`config.mk`:
```
export PLATFORM = sky130hd
export DESIGN_NAME = nes_joypad_target
export DESIGN_NICKNAME = d
export VERILOG_FILES = /design/src/rtl/nes_joypad_target.sv
export SDC_FILE = /design/constraint.sdc
export NUM_CORES = 1
export LEC_CHECK = 0
export CORE_UTILIZATION = 35
export CTS_BUF_LIST = sky130_fd_sc_hd__clkbuf_4 sky130_fd_sc_hd__clkbuf_8 sky130_fd_sc_hd__clkbuf_16
export CTS_CLUSTER_DIAMETER = 150
export CTS_CLUSTER_SIZE = 8
export DETAILED_ROUTE_END_ITERATION = 8
export PLACE_DENSITY = 0.65
export SYNTH_ARGS = -nofsm -noshare
export SYNTH_HDL_FRONTEND = slang
export SYNTH_SLANG_ARGS = --single-unit
```
`constraint.sdc`:
```
create_clock -name clk -period 3.7 [get_ports clk]
set_input_delay 0.74 -clock clk [delete_from_list [all_inputs] [get_ports clk]]
set_output_delay 0.74 -clock clk [all_outputs]
set_load 0.01 [all_outputs]
```
`src/rtl/nes_joypad_target.sv`:
```
// I2C-style joypad target: answers reads of a latched pad_state snapshot, MSB first.
// Define NES_JOYPAD_TARGET_WRITE_EN to accept write transfers into ctrl_reg.
module nes_joypad_target #(
  parameter logic [6:0] DEV_ADDR  = 7'h52,
  parameter int         NUM_BYTES = 4
) (
  input  logic                   clk,
  input  logic                   rst_n,
  input  logic                   scl_in,
  input  logic                   sda_in,
  output logic                   sda_out,
  input  logic [8*NUM_BYTES-1:0] pad_state,
  output logic                   snapshot,
  output logic                   busy,
  output logic [7:0]             ctrl_reg
);

  localparam int IDX_W = (NUM_BYTES > 1) ? $clog2(NUM_BYTES) : 1;
`ifdef NES_JOYPAD_TARGET_WRITE_EN
  localparam int SH_W = 8;
`else
  localparam int SH_W = 7;
`endif

  typedef enum logic [2:0] {
    IDLE, ADDR, ADDR_ACK, TX, TX_ACK, RX, RX_ACK, IGNORE
  } state_e;

  state_e                 state_q, state_d;
  logic [3:0]             bit_cnt_q, bit_cnt_d;
  logic [SH_W-1:0]        shift_q, shift_d;
  logic [IDX_W-1:0]       byte_idx_q, byte_idx_d;
  logic [8*NUM_BYTES-1:0] buf_q, buf_d;
  logic                   sda_out_q, sda_out_d;
  logic                   snapshot_q, snapshot_d;

  logic scl_meta_q, scl_sync_q, scl_hist_q;
  logic sda_meta_q, sda_sync_q, sda_hist_q;

  // Lines idle high, so the synchronizers reset to 1 to avoid a false event
  always_ff @(posedge clk or negedge rst_n) begin
    if (!rst_n) begin
      scl_meta_q <= 1'b1;
      scl_sync_q <= 1'b1;
      scl_hist_q <= 1'b1;
      sda_meta_q <= 1'b1;
      sda_sync_q <= 1'b1;
      sda_hist_q <= 1'b1;
    end else begin
      scl_meta_q <= scl_in;
      scl_sync_q <= scl_meta_q;
      scl_hist_q <= scl_sync_q;
      sda_meta_q <= sda_in;
      sda_sync_q <= sda_meta_q;
      sda_hist_q <= sda_sync_q;
    end
  end

  logic scl_high, start_ev, stop_ev, rise_ev, fall_ev;
  assign scl_high = scl_sync_q & scl_hist_q;
  assign start_ev = scl_high & sda_hist_q & ~sda_sync_q;
  assign stop_ev  = scl_high & ~sda_hist_q & sda_sync_q;
  assign rise_ev  = scl_sync_q & ~scl_hist_q;
  assign fall_ev  = ~scl_sync_q & scl_hist_q;

  logic [7:0] addr_byte, cur_byte;
  logic       tx_bit;
  assign addr_byte = {shift_q[6:0], sda_sync_q};
  assign cur_byte  = buf_q[{byte_idx_q, 3'b000} +: 8];
  assign tx_bit    = cur_byte[3'd7 - bit_cnt_q[2:0]];

`ifdef NES_JOYPAD_TARGET_WRITE_EN
  logic [7:0] ctrl_q, ctrl_d;
  always_ff @(posedge clk or negedge rst_n) begin
    if (!rst_n) ctrl_q <= 8'h00;
    else        ctrl_q <= ctrl_d;
  end
  assign ctrl_reg = ctrl_q;
`else
  assign ctrl_reg = 8'h00;
`endif

  always_ff @(posedge clk or negedge rst_n) begin
    if (!rst_n) begin
      state_q    <= IDLE;
      bit_cnt_q  <= '0;
      shift_q    <= '0;
      byte_idx_q <= '0;
      buf_q      <= '0;
      sda_out_q  <= 1'b1;
      snapshot_q <= 1'b0;
    end else begin
      state_q    <= state_d;
      bit_cnt_q  <= bit_cnt_d;
      shift_q    <= shift_d;
      byte_idx_q <= byte_idx_d;
      buf_q      <= buf_d;
      sda_out_q  <= sda_out_d;
      snapshot_q <= snapshot_d;
    end
  end

  always_comb begin
    state_d    = state_q;
    bit_cnt_d  = bit_cnt_q;
    shift_d    = shift_q;
    byte_idx_d = byte_idx_q;
    buf_d      = buf_q;
    sda_out_d  = sda_out_q;
    snapshot_d = 1'b0;
`ifdef NES_JOYPAD_TARGET_WRITE_EN
    ctrl_d     = ctrl_q;
`endif
    if (start_ev) begin
      state_d   = ADDR;
      bit_cnt_d = '0;
      sda_out_d = 1'b1;
    end else if (stop_ev) begin
      state_d   = IDLE;
      bit_cnt_d = '0;
      sda_out_d = 1'b1;
    end else begin
      case (state_q)
        ADDR: if (rise_ev) begin
          shift_d = {shift_q[SH_W-2:0], sda_sync_q};
          if (bit_cnt_q == 4'd7) begin
            bit_cnt_d = '0;
            if (addr_byte[7:1] == DEV_ADDR && addr_byte[0]) begin
              state_d    = ADDR_ACK;
              buf_d      = pad_state;
              snapshot_d = 1'b1;
              byte_idx_d = '0;
`ifdef NES_JOYPAD_TARGET_WRITE_EN
            end else if (addr_byte[7:1] == DEV_ADDR) begin
              state_d = ADDR_ACK;
`endif
            end else begin
              state_d = IGNORE;
            end
          end else begin
            bit_cnt_d = bit_cnt_q + 4'd1;
          end
        end
        // First FALL drives the ACK low; the FALL after the ACK RISE ends it
        ADDR_ACK: if (fall_ev) begin
          if (bit_cnt_q == 4'd0) begin
            sda_out_d = 1'b0;
            bit_cnt_d = 4'd1;
          end else if (shift_q[0]) begin
            state_d   = TX;
            sda_out_d = cur_byte[7];
            bit_cnt_d = 4'd1;
          end else begin
`ifdef NES_JOYPAD_TARGET_WRITE_EN
            state_d   = RX;
`else
            state_d   = IGNORE;
`endif
            sda_out_d = 1'b1;
            bit_cnt_d = '0;
          end
        end
        TX: if (fall_ev) begin
          if (bit_cnt_q == 4'd8) begin
            sda_out_d = 1'b1;
            state_d   = TX_ACK;
          end else begin
            sda_out_d = tx_bit;
            bit_cnt_d = bit_cnt_q + 4'd1;
          end
        end
        TX_ACK: if (rise_ev) begin
          bit_cnt_d = '0;
          if (!sda_sync_q) begin
            state_d    = TX;
            byte_idx_d = (byte_idx_q == IDX_W'(NUM_BYTES - 1)) ? '0 : byte_idx_q + 1'b1;
          end else begin
            state_d = IGNORE;
          end
        end
`ifdef NES_JOYPAD_TARGET_WRITE_EN
        RX: if (rise_ev) begin
          shift_d = {shift_q[SH_W-2:0], sda_sync_q};
          if (bit_cnt_q == 4'd7) begin
            bit_cnt_d = '0;
            state_d   = RX_ACK;
          end else begin
            bit_cnt_d = bit_cnt_q + 4'd1;
          end
        end
        RX_ACK: if (fall_ev) begin
          if (bit_cnt_q == 4'd0) begin
            sda_out_d = 1'b0;
            bit_cnt_d = 4'd1;
          end else begin
            sda_out_d = 1'b1;
            ctrl_d    = shift_q;
            bit_cnt_d = '0;
            state_d   = RX;
          end
        end
`endif
        default: ;
      endcase
    end
  end

  assign sda_out  = sda_out_q;
  assign snapshot = snapshot_q;
  assign busy     = (state_q != IDLE);

endmodule

```
==> impl_metrics.env <==
export IMPL_status="finished, final reports clean"
export IMPL_ys_async_sr_fraction=1.000
export IMPL_htree_levels=2
export IMPL_holdPathStages=0
export IMPL_fin_skew_ns=0.009808
export IMPL_cts_resized=0
export IMPL_core_area_um2=7807
export IMPL_min_period_ns=2.457
export IMPL_vias=1922
export IMPL_syn_inst=233
export IMPL_antennaDiodeCount=0
export IMPL_crit_buf_inv=1
export IMPL_fin_cells=371
export IMPL_netlist_area_um2=2855
export IMPL_cts_made_buffers=5
export IMPL_finalNetCount=307
export IMPL_rows=32
export IMPL_ios=47
export IMPL_tightestPinTransition_ns=0.9743
export IMPL_grtUsageTotal=0.1368
export IMPL_drt_first_iter_violations=134
export IMPL_ant_nets=0
export IMPL_syn_to_final_growth_pct=18.23
export IMPL_cts_tree="done"
export IMPL_totalNegativeSetupSlack_ns=0
export IMPL_maxSlewHeadroom=0.3416
export IMPL_reg2reg_depth=5
export IMPL_drt_wl_total_um=5384
export IMPL_reg2reg_to="bit_cnt_q[2]"
export IMPL_root_buffer="clkbuf_8"
export IMPL_cp_depth=2
export IMPL_synth_flop_cell="dfrtp_1"
export IMPL_required_ns=2.96
export IMPL_cp_top_family="flip-flops"
export IMPL_die_w_um=92.32
export IMPL_cp_max_fo=11
export IMPL_cp_end_kind="output pin"
export IMPL_cp_endpoint="busy"
export IMPL_power_leakage_nw=1.533
export IMPL_dieArea_um2=8523
export IMPL_cts_clk_slew_worst_paths_ns=0.11
export IMPL_setup_viol=0
export IMPL_post_drt_via_cell_ratio=5.181
export IMPL_portBuffers=38
export IMPL_synth_top_area_frac=0.4294
export IMPL_arrival_ns=1.72
export IMPL_regArea_um2=1410
export IMPL_first_pass_iters=4
export IMPL_clk_latency_ns=0.31
export IMPL_hold_start="scl_meta_q"
export IMPL_routedWlPerCell_um=14.51
export IMPL_grt_pass1_vias=1883
export IMPL_maxCapViolations=0
export IMPL_path_cells="or3_1 -> clkdlybuf4s50_1"
export IMPL_slowest_stage="dfrtp_1"
export IMPL_gp_congestion=0.8001
export IMPL_grt_max_degree=34
export IMPL_antenna_found_initial=0
export IMPL_start_kind="register"
export IMPL_slew_viol_final=0
export IMPL_ys_seq_area_frac=0.4939
export IMPL_die_h_um=92.32
export IMPL_crit_reg2reg_launch="scl_hist_q"
export IMPL_regToRegSetupSlack_ns=1.34
export IMPL_synth_area_leaders="dfrtp_1, mux2_2, mux4_1"
export IMPL_multi_input_area_um2=1335
export IMPL_clockBufferDepth=2
export IMPL_period_share=0.6641
export IMPL_path_class="reg2out"
export IMPL_dp_cells=363
export IMPL_final_fill_count=735
export IMPL_grt_setup_unrepaired="no"
export IMPL_clock_sinks=56
export IMPL_layout_drive_gt1_share=0.2416
export IMPL_hold_buffers=0
export IMPL_power_per_cell_area_nw_per_um2=407.5
export IMPL_fmax_mhz=407.0
export IMPL_hold_violations=0
export IMPL_startpoint="state_q[1]"
export IMPL_max_stage_delay_ns=0.51
export IMPL_start_util=0.3657
export IMPL_ys_ff_latch=56
export IMPL_drc=0
export IMPL_synth_edf_count=0
export IMPL_yosys_warnings=0
export IMPL_grt_pass1_wl_um=9239
export IMPL_cts_setup_buffers=0
export IMPL_yosysMostFrequentCell="dfrtp_1"
export IMPL_synth_top_area_cell="dfrtp_1"
export IMPL_synthTopCellsByCount="dfrtp_1, mux2_2, nand2_1"
export IMPL_worst_ir_drop_vdd_v=0.0002236
export IMPL_overflow=0
export IMPL_synth_distinct_cells=47
export IMPL_min_path_type="reg2reg"
export IMPL_syn_area_per_cell_um2=12.25
export IMPL_dpl_hpwl_um=3886
## sequential cells by signal, indices dropped and copies added (netlist names)
| signal | count |
|---|---|
| bit_cnt_q | 4 |
| buf_q | 32 |
| byte_idx_q | 2 |
| scl_hist_q | 1 |
| scl_meta_q | 1 |
| scl_sync_q | 1 |
| sda_hist_q | 1 |
| sda_meta_q | 1 |
| sda_out | 1 |
| sda_sync_q | 1 |
| shift_q | 7 |
| snapshot | 1 |
| state_q | 3 |
## worst register-to-register path, cell delays in order (launching register included)
cell and delay [ns]:
dfstp_2 0.60, nor4bb_1 0.85, o21ba_2 0.30, a211o_1 0.18, o21ai_0 0.09, a311oi_1 0.25
## through the flow
| stage | hold slack, ns | total power [mW] | instance area (µm²) | setup slack [ns] | utilization |
|---|---|---|---|---|---|
| floorplan | 0.3452 | 0.9298 | 2882 | 1.606 | - |
| global placement | 0.3456 | 1.026 | 3282 | 1.447 | 0.4204 |
| detailed placement | 0.3500 | 1.030 | 3282 | 1.389 | 0.4204 |
| CTS | 0.3663 | 1.386 | 3376 | 1.251 | 0.4324 |
| global route | 0.3728 | 1.454 | 3376 | 1.186 | 0.4324 |
| finish | 0.3639 | 1.376 | 3376 | 1.243 | 0.4324 |
## where the power goes
part	switching [mW]	internal, mW
logic	0.132	0.147
registers	0.0819	0.660
clock network	0.208	0.147
total	0.422	0.953
## placed cells by master (no fill, tap or decap), types with 2 or more instances in the layout
| master | netlist | final |
|---|---|---|
| a211oi_1 | 4 | 4 |
| a21oi_1 | 10 | 10 |
| and4bb_2 | 2 | 2 |
| buf_4 | 8 | 2 |
| clkbuf_8 | 0 | 5 |
| clkdlybuf4s50_1 | 0 | 37 |
| conb_1 | 1 | 8 |
| dfrtp_1 | 49 | 49 |
| dfstp_2 | 7 | 7 |
| ha_1 | 3 | 3 |
| inv_1 | 5 | 5 |
| inv_6 | 0 | 2 |
| mux2_2 | 35 | 35 |
| mux4_1 | 9 | 9 |
| nand2_1 | 26 | 26 |
| nand2b_1 | 2 | 2 |
| nand3_1 | 6 | 6 |
| nand3b_1 | 2 | 2 |
| nor2_1 | 12 | 12 |
| nor2b_1 | 6 | 6 |
| nor4bb_1 | 2 | 2 |
| o21ai_0 | 7 | 7 |
| o32ai_1 | 2 | 2 |
## routing by layer
| layer | GRT usage | vias up | part of all wire |
|---|---|---|---|
| met5 | 0 | - | 0 |
| met4 | 0.04297 | 0 | 0.012 |
| met3 | 0.02791 | 6 | 0.033 |
| met2 | 0.2296 | 46 | 0.51 |
| met1 | 0.1773 | 969 | 0.45 |
| li1 | - | 901 | - |
## worst min path at each step
stage	endpoint	slack, ns
after floorplan	scl_sync_q	0.35
after global placement	scl_sync_q	0.35
after detailed placement	scl_sync_q	0.35
after CTS	scl_sync_q	0.37
after global routing	sda_sync_q	0.37
final	scl_sync_q	0.36
## cell families after synthesis
| kind of cell | after synthesis | synth area share |
|---|---|---|
| simple gates | 71 | 0.1394 |
| flops | 56 | 0.4939 |
| mux | 45 | 0.2287 |
| compound gates | 32 | 0.07275 |
| buf+inv | 24 | 0.04776 |
| fa+ha+maj | 3 | 0.01315 |
| other cells | 1 | 0.001313 |
| xor+xnor | 1 | 0.003068 |
## area by class of cell
type,count,share of cell area
well taps,102,0.03781
clock buffers,6,0.02261
flip-flops and latches,56,0.4177
clock inverters,2,0.005189
repair buffers,40,0.1156
inverters,5,0.005560
multi-input cells,160,0.3955
Note: power is estimated with default switching activity, not from simulation.
